===== src/rtl/dma_pkg.sv =====
// Shared definitions for the scatter-gather status write-back path:
// status entry layout, FSM encodings, status word bit positions.
package dma_pkg;

    // Status entry: {owned_by_hw, desc_id[7:0], bytes_transferred[15:0]}
    localparam int ENTRY_W   = 25;
    localparam int BYTES_W   = 16;
    localparam int ID_W      = 8;
    localparam int BYTES_LSB = 0;
    localparam int ID_LSB    = 16;
    localparam int OWN_BIT   = 24;

    // FSM encodings
    localparam logic [2:0] ST_IDLE      = 3'b000;
    localparam logic [2:0] ST_RD_FIFO   = 3'b001;
    localparam logic [2:0] ST_LD_STATUS = 3'b010;
    localparam logic [2:0] ST_WR_STATUS = 3'b011;
    localparam logic [2:0] ST_DONE      = 3'b100;

    typedef enum logic [2:0] {
        S_IDLE      = ST_IDLE,
        S_RD_FIFO   = ST_RD_FIFO,
        S_LD_STATUS = ST_LD_STATUS,
        S_WR_STATUS = ST_WR_STATUS,
        S_DONE      = ST_DONE
    } state_e;

    // Status word written back into the descriptor
    localparam int STW_OWN_BIT  = 31;
    localparam int STW_DONE_BIT = 30;
    localparam int STW_ERR_BIT  = 29;

    // Descriptor geometry defaults
    localparam int DEF_DESC_SIZE_LOG2 = 5;
    localparam int DEF_STATUS_OFFSET  = 28;

    // Build the write-back word: ownership returned to SW, done set,
    // error set when the entry completed on a SW-owned descriptor.
    function automatic logic [31:0] make_status_word(input logic [ENTRY_W-1:0] entry);
        logic [31:0] w;
        w                          = '0;
        w[STW_OWN_BIT]             = 1'b0;
        w[STW_DONE_BIT]            = 1'b1;
        w[STW_ERR_BIT]             = ~entry[OWN_BIT];
        w[ID_LSB +: ID_W]          = entry[ID_LSB +: ID_W];
        w[BYTES_LSB +: BYTES_W]    = entry[BYTES_LSB +: BYTES_W];
        return w;
    endfunction

endpackage


===== src/rtl/dma_status_fifo.sv =====
// Status entry FIFO: inferred RAM, registered (non show-ahead) read,
// synchronous clear, write dropped when full.
module dma_status_fifo
    import dma_pkg::*;
#(
    parameter int DEPTH           = 16,
    parameter int ALMOST_FULL_LVL = 12,
    parameter int WIDTH           = ENTRY_W
) (
    input  logic             clk,
    input  logic             sclr,
    input  logic             wrreq,
    input  logic [WIDTH-1:0] data,
    input  logic             rdreq,
    output logic [WIDTH-1:0] q,
    output logic             empty,
    output logic             full,
    output logic             almost_full
);

    localparam int AW = $clog2(DEPTH);
    localparam logic [AW:0] DEPTH_LVL = (AW+1)'(DEPTH);
    localparam logic [AW:0] AF_LVL    = (AW+1)'(ALMOST_FULL_LVL);

    logic [WIDTH-1:0] mem [DEPTH];
    logic [WIDTH-1:0] q_q;
    logic [AW-1:0]    wr_ptr_q, wr_ptr_d;
    logic [AW-1:0]    rd_ptr_q, rd_ptr_d;
    logic [AW:0]      usedw_q,  usedw_d;
    logic             wr_en;
    logic             rd_en;

    assign empty       = (usedw_q == '0);
    assign full        = (usedw_q == DEPTH_LVL);
    assign almost_full = (usedw_q >= AF_LVL);
    assign q           = q_q;

    assign wr_en = wrreq & ~full;
    assign rd_en = rdreq & ~empty;

    // Pointer and fill-level next state
    always_comb begin
        wr_ptr_d = wr_ptr_q;
        rd_ptr_d = rd_ptr_q;
        usedw_d  = usedw_q;
        if (wr_en) wr_ptr_d = wr_ptr_q + 1'b1;
        if (rd_en) rd_ptr_d = rd_ptr_q + 1'b1;
        case ({wr_en, rd_en})
            2'b10:   usedw_d = usedw_q + 1'b1;
            2'b01:   usedw_d = usedw_q - 1'b1;
            default: usedw_d = usedw_q;
        endcase
    end

    // Pointer and fill-level registers, flushed by sclr
    always_ff @(posedge clk) begin
        if (sclr) begin
            wr_ptr_q <= '0;
            rd_ptr_q <= '0;
            usedw_q  <= '0;
        end else begin
            wr_ptr_q <= wr_ptr_d;
            rd_ptr_q <= rd_ptr_d;
            usedw_q  <= usedw_d;
        end
    end

    // RAM array with registered read port; q valid the cycle after rdreq
    always_ff @(posedge clk) begin
        if (wr_en) mem[wr_ptr_q] <= data;
        if (rd_en) q_q <= mem[rd_ptr_q];
    end

endmodule


===== src/rtl/dma_status_update_block.sv =====
// Status write-back stage: drains status entries from a local FIFO and
// writes each as a status word into its descriptor over AVMM; counts
// completions and raises a level completion interrupt.
module dma_status_update_block
    import dma_pkg::*;
#(
    parameter int FIFO_DEPTH      = 16,
    parameter int ALMOST_FULL_LVL = 12,
    parameter int DESC_SIZE_LOG2  = DEF_DESC_SIZE_LOG2,
    parameter int STATUS_OFFSET   = DEF_STATUS_OFFSET
) (
    input  logic               clk,
    input  logic               reset,
    input  logic               dma_status_fifo_wr_req_i,
    input  logic [ENTRY_W-1:0] dma_status_fifo_data_i,
    output logic               dma_status_fifo_almost_full_o,
    input  logic [31:0]        desc_base_addr_i,
    output logic [31:0]        st_master_addr_o,
    output logic [31:0]        st_master_data_o,
    output logic               st_master_o,
    input  logic               st_master_wait_req_i,
    input  logic               irq_enable_i,
    input  logic               irq_clear_i,
    output logic               irq_o,
    output logic [15:0]        desc_done_count_o,
    output logic               status_overflow_o
);

    state_e             state_q, state_d;
    logic [31:0]        addr_q, addr_d;
    logic [31:0]        data_q, data_d;
    logic               st_master_q, st_master_d;
    logic [15:0]        count_q, count_d;
    logic               irq_q, irq_d;
    logic               ovf_q, ovf_d;

    logic               fifo_rdreq;
    logic [ENTRY_W-1:0] fifo_q;
    logic               fifo_empty;
    logic               fifo_full;

    dma_status_fifo #(
        .DEPTH           (FIFO_DEPTH),
        .ALMOST_FULL_LVL (ALMOST_FULL_LVL),
        .WIDTH           (ENTRY_W)
    ) u_fifo (
        .clk         (clk),
        .sclr        (reset),
        .wrreq       (dma_status_fifo_wr_req_i),
        .data        (dma_status_fifo_data_i),
        .rdreq       (fifo_rdreq),
        .q           (fifo_q),
        .empty       (fifo_empty),
        .full        (fifo_full),
        .almost_full (dma_status_fifo_almost_full_o)
    );

    assign fifo_rdreq        = (state_q == S_RD_FIFO);
    assign st_master_addr_o  = addr_q;
    assign st_master_data_o  = data_q;
    assign st_master_o       = st_master_q;
    assign desc_done_count_o = count_q;
    assign irq_o             = irq_q;
    assign status_overflow_o = ovf_q;

    // FSM next state, datapath capture, counter, irq and overflow
    always_comb begin
        state_d = state_q;
        addr_d  = addr_q;
        data_d  = data_q;
        count_d = count_q;
        irq_d   = irq_q;
        ovf_d   = ovf_q | (dma_status_fifo_wr_req_i & fifo_full);

        // Clear first so a same-cycle set in DONE takes priority
        if (irq_clear_i) irq_d = 1'b0;

        case (state_q)
            S_IDLE: begin
                if (!fifo_empty) state_d = S_RD_FIFO;
            end
            S_RD_FIFO: begin
                state_d = S_LD_STATUS;
            end
            S_LD_STATUS: begin
                addr_d  = desc_base_addr_i
                        + (32'(fifo_q[ID_LSB +: ID_W]) << DESC_SIZE_LOG2)
                        + 32'(STATUS_OFFSET);
                data_d  = make_status_word(fifo_q);
                state_d = S_WR_STATUS;
            end
            S_WR_STATUS: begin
                if (!st_master_wait_req_i) state_d = S_DONE;
            end
            S_DONE: begin
                count_d = count_q + 16'd1;
                if (irq_enable_i) irq_d = 1'b1;
                state_d = S_IDLE;
            end
            default: begin
                state_d = S_IDLE;
            end
        endcase

        // Write strobe is a registered decode of the upcoming state
        st_master_d = (state_d == S_WR_STATUS);
    end

    // State and output registers
    always_ff @(posedge clk) begin
        if (reset) begin
            state_q     <= S_IDLE;
            addr_q      <= '0;
            data_q      <= '0;
            st_master_q <= 1'b0;
            count_q     <= '0;
            irq_q       <= 1'b0;
            ovf_q       <= 1'b0;
        end else begin
            state_q     <= state_d;
            addr_q      <= addr_d;
            data_q      <= data_d;
            st_master_q <= st_master_d;
            count_q     <= count_d;
            irq_q       <= irq_d;
            ovf_q       <= ovf_d;
        end
    end

endmodule


===== config.mk =====
export PLATFORM = sky130hd
export DESIGN_NAME = dma_status_update_block
export DESIGN_NICKNAME = d
export VERILOG_FILES = /design/src/rtl/dma_pkg.sv /design/src/rtl/dma_status_fifo.sv /design/src/rtl/dma_status_update_block.sv
export SDC_FILE = /design/constraint.sdc
export NUM_CORES = 1
export LEC_CHECK = 0
export ABC_CLOCK_PERIOD_IN_PS = 4200
export CAP_MARGIN = 30
export CORE_ASPECT_RATIO = 1.25
export CORE_MARGIN = 2
export CORE_UTILIZATION = 53
export CTS_BUF_LIST = sky130_fd_sc_hd__clkbuf_16
export CTS_CLUSTER_SIZE = 25
export DETAILED_ROUTE_END_ITERATION = 10
export PLACE_DENSITY = 0.78
export SLEW_MARGIN = 0
export SYNTH_ARGS = -nofsm -noshare
export SYNTH_HDL_FRONTEND = slang
export SYNTH_SLANG_ARGS = --single-unit

===== constraint.sdc =====
create_clock -name clk -period 4.2 [get_ports clk]
set_input_delay 0.63 -clock clk [delete_from_list [all_inputs] [get_ports clk]]
set_output_delay 0.63 -clock clk [all_outputs]
set_load 0.1 [all_outputs]

==> run summary <==
Post-synth top area share = 0.631
Kind of critical path = reg -> reg
Layout Skew = 19.8 ps
Area leader, netlist = edfxtp_1
Total Power = 12.7 mW
Row count = 80
Sw frac = 0.290
Post-CTS Resized = 0
DP Cell Count = 1,743
Commonest cells in the netlist = edfxtp_1 (425), mux4_2 (125), dfxtp_1 (93)
Syn avg cell area = 17.8 um2
Final Hold Viols = 0
Clock tree root driver cell = clkbuf_16
Cell with the most instances after synthesis = edfxtp_1
Layout Cells excl Fill = 1,836
Synthesis-to-layout area growth = 18.0%
Number of library cell types mapped by synthesis = 52
Largest net degree at the start of global routing = 92
Top cells by area, synth = edfxtp_1 (63%), mux4_2 (14%), dfxtp_1 (9.2%)
Met2 GRT Util = 0.384
CP arrival = 3400 ps
Slew Limit Fails = 0
Minimum clock period = 2990 ps
Maximum vdd drop = 0.000338 V
Routed Antenna Nets = 0
Slew Limit Headroom = 0.307
Ports = 147
Hold-fix buffers, CTS = 0
H-Tree Depth = 2
#FFs+latches synth = 518
CP max stage delay = 440 ps
RSZ-0062 raised after global routing = false
Combinational Power Share = 0.207
TritonRoute pass-1 iters = 5
Die Y = 222 um
Vias per cell = 5.98
Starting density of the core = 0.533
Routed WL per cell = 24.5 um
Post-synthesis sequential area ratio = 0.723
Top Usage Layer GRT = met2
Met1 usage = 0.302
Max capacitance violation total = 0
Final worst-path cycle share = 0.711
Grt met3 use = 0.0493
Die ar. = 39,800 um2
Post-route setup TNS = 0 ps
Worst setup EP type = flip-flop
Worst min path class = reg -> reg
Worst EP required = 4620 ps
Flop pwr share = 0.472
Status = finished clean
First-pass GRT wire length = 67.3 mm
Die Wd = 179 um
Asr flop ratio synth = 0
Internal power = 9.05 mW
Final WL = 45.0 mm
Global route overflow = 0
Vias = 10,973
Synth warn = 0
Critical Path Fanout Max = 8
Top FF cell, synth = edfxtp_1
Number of global-route vias before repair = 11,187
Count of buffers from port buffering = 140
Least-Margin Pin Slew = 1040 ps
Clk sink count = 518
Crit path max-delay cell type = nor4_1
F_max = 0.335 GHz
Post-CTS setup repair buffer count = 0
Final hold slack = 448 ps
Residual DRC = 0
Fin nets = 1,384
Clock Latency Late Sink = 570 ps
RD Place Congestion = 0.845
Clock transition at the registers of the reported paths = 70 ps
Drt initial violations = 960
CTS buffer count = 48
CP dominant cell by count = ha_1
Clock share of power = 0.320
Setup crit start kind = flip-flop
Layout cells sized above 1 = 0.186
Post-Syn Instances = 1,138
Switching power = 3.70 mW
Cell Area, Synth = 20,200 um2
Deepest clock path buffer count = 3
Total core area = 37,900 um2
Antenna violations before repair = 3
DP HPWL = 24.5 mm
Leak = 7.62 nW
All-Layer GR Usage = 0.231
CTS tree = built
Power Dens Cells = 534 nW/um2
Cell breakdown of the critical path = nor4_1, nor2b_1, nor4b_4, ha_1, xor2_1, ha_1, inv_1, o21ai_0, a21o_1, a221oi_1, xnor2_1, nor2_1
Final setup fails = 0
Post-synth EDFFs = 425
[power by group through the flow]
stage | Combinational [mW] | Sequential [mW] | Clock (mW)
6_report | 2.64 | 6.02 | 4.09
5_1_grt | 2.80 | 6.06 | 4.33
4_1_cts | 2.64 | 6.03 | 4.17
3_5_place_dp | 2.62 | 6.13 | 0
3_3_place_gp | 2.57 | 6.12 | 0
2_1_floorplan | 1.21 | 6.83 | 0
[layout make-up]
cell class | count | area, um2
multi-input cells | 550 | 5370
well taps | 492 | 616
diodes | 2 | 5.00
fillers | 2562 | 14100
flip-flops and latches | 518 | 14600
clock buffers | 48 | 1200
inverters | 11 | 41.3
repair buffers | 173 | 1730
clock inverters | 42 | 287
[flip-flops by register name (all words and copies together) (netlist names)]
signal and count:
desc_done_count_o 16, status_overflow_o 1, u_fifo.mem 400, irq_o 1
st_master_addr_o 32, u_fifo.q 25, u_fifo.wr_ptr_q 4, st_master_data_o 26
state_q 3, st_master_o 1, u_fifo.rd_ptr_q 4, u_fifo.usedw_q 5
[through the flow]
step	util	setup slack (ps)	cell area, um2
after global placement	0.589	1020	22400
after detailed placement	0.589	974	22400
after global routing	0.629	924	23900
final	0.630	1210	23900
after CTS	0.629	1190	23900
after floorplan	-	510	20300
[critical path: cells and delay by family (launching register included)]
kind            cells  cell delay (ps)
fa+ha+maj           2              560
buf+inv             1               50
compound gates      3              590
xor+xnor            2              350
flops               1              380
simple gates        4              890
[cells in the final DEF (no fill, tap or decap), types with 12 or more instances in the layout]
master | synthesis | layout
nor2_2 | 0 | 12
nand2_1 | 90 | 90
clkdlybuf4s50_1 | 0 | 139
edfxtp_1 | 425 | 425
clkbuf_16 | 0 | 48
xnor2_1 | 20 | 20
a21oi_1 | 53 | 53
nand3_1 | 12 | 12
nand4_1 | 13 | 13
mux4_2 | 125 | 125
xor2_1 | 27 | 27
o21ai_0 | 14 | 14
ha_1 | 19 | 19
a211oi_1 | 17 | 17
inv_1 | 11 | 28
dfxtp_1 | 93 | 90
nor2_1 | 75 | 63
buf_4 | 6 | 27
[worst paths after layout]
| check | cells after the start | slack (ps) | start | to |
|---|---|---|---|---|
| setup / recovery | 12 | 1210 | u_fifo.usedw_q[1]$_SDFFE_PP0P_ | u_fifo.usedw_q[4]$_SDFFE_PP0P_ |
| hold / removal | 2 | 450 | st_master_addr_o[7]$_SDFFE_PP0P_ | st_master_addr_o[7]$_SDFFE_PP0P_ |
| setup reg to reg | 12 | 1210 | u_fifo.usedw_q[1]$_SDFFE_PP0P_ | u_fifo.usedw_q[4]$_SDFFE_PP0P_ |
| hold reg to reg | 2 | 450 | st_master_addr_o[7]$_SDFFE_PP0P_ | st_master_addr_o[7]$_SDFFE_PP0P_ |
[per-layer routing]
layer / part of all wire / vias to the layer above
li1: - / 4787
met1: 0.38 / 5541
met2: 0.50 / 547
met3: 0.088 / 96
met4: 0.032 / 2
met5: 0.00029 / -
[cells by family (layout without fill, tap and decap cells)]
logic type / after synthesis / count (layout) / share of synthesized area
flops: 518 / 518 / 0.723
xor+xnor: 47 / 47 / 0.0203
compound gates: 111 / 111 / 0.0335
other cells: 1 / 8 / 0.000185
buf+inv: 75 / 274 / 0.0161
simple gates: 237 / 237 / 0.0539
fa+ha+maj: 19 / 19 / 0.0117
mux: 130 / 130 / 0.142
(Power assumes the default switching activity.)
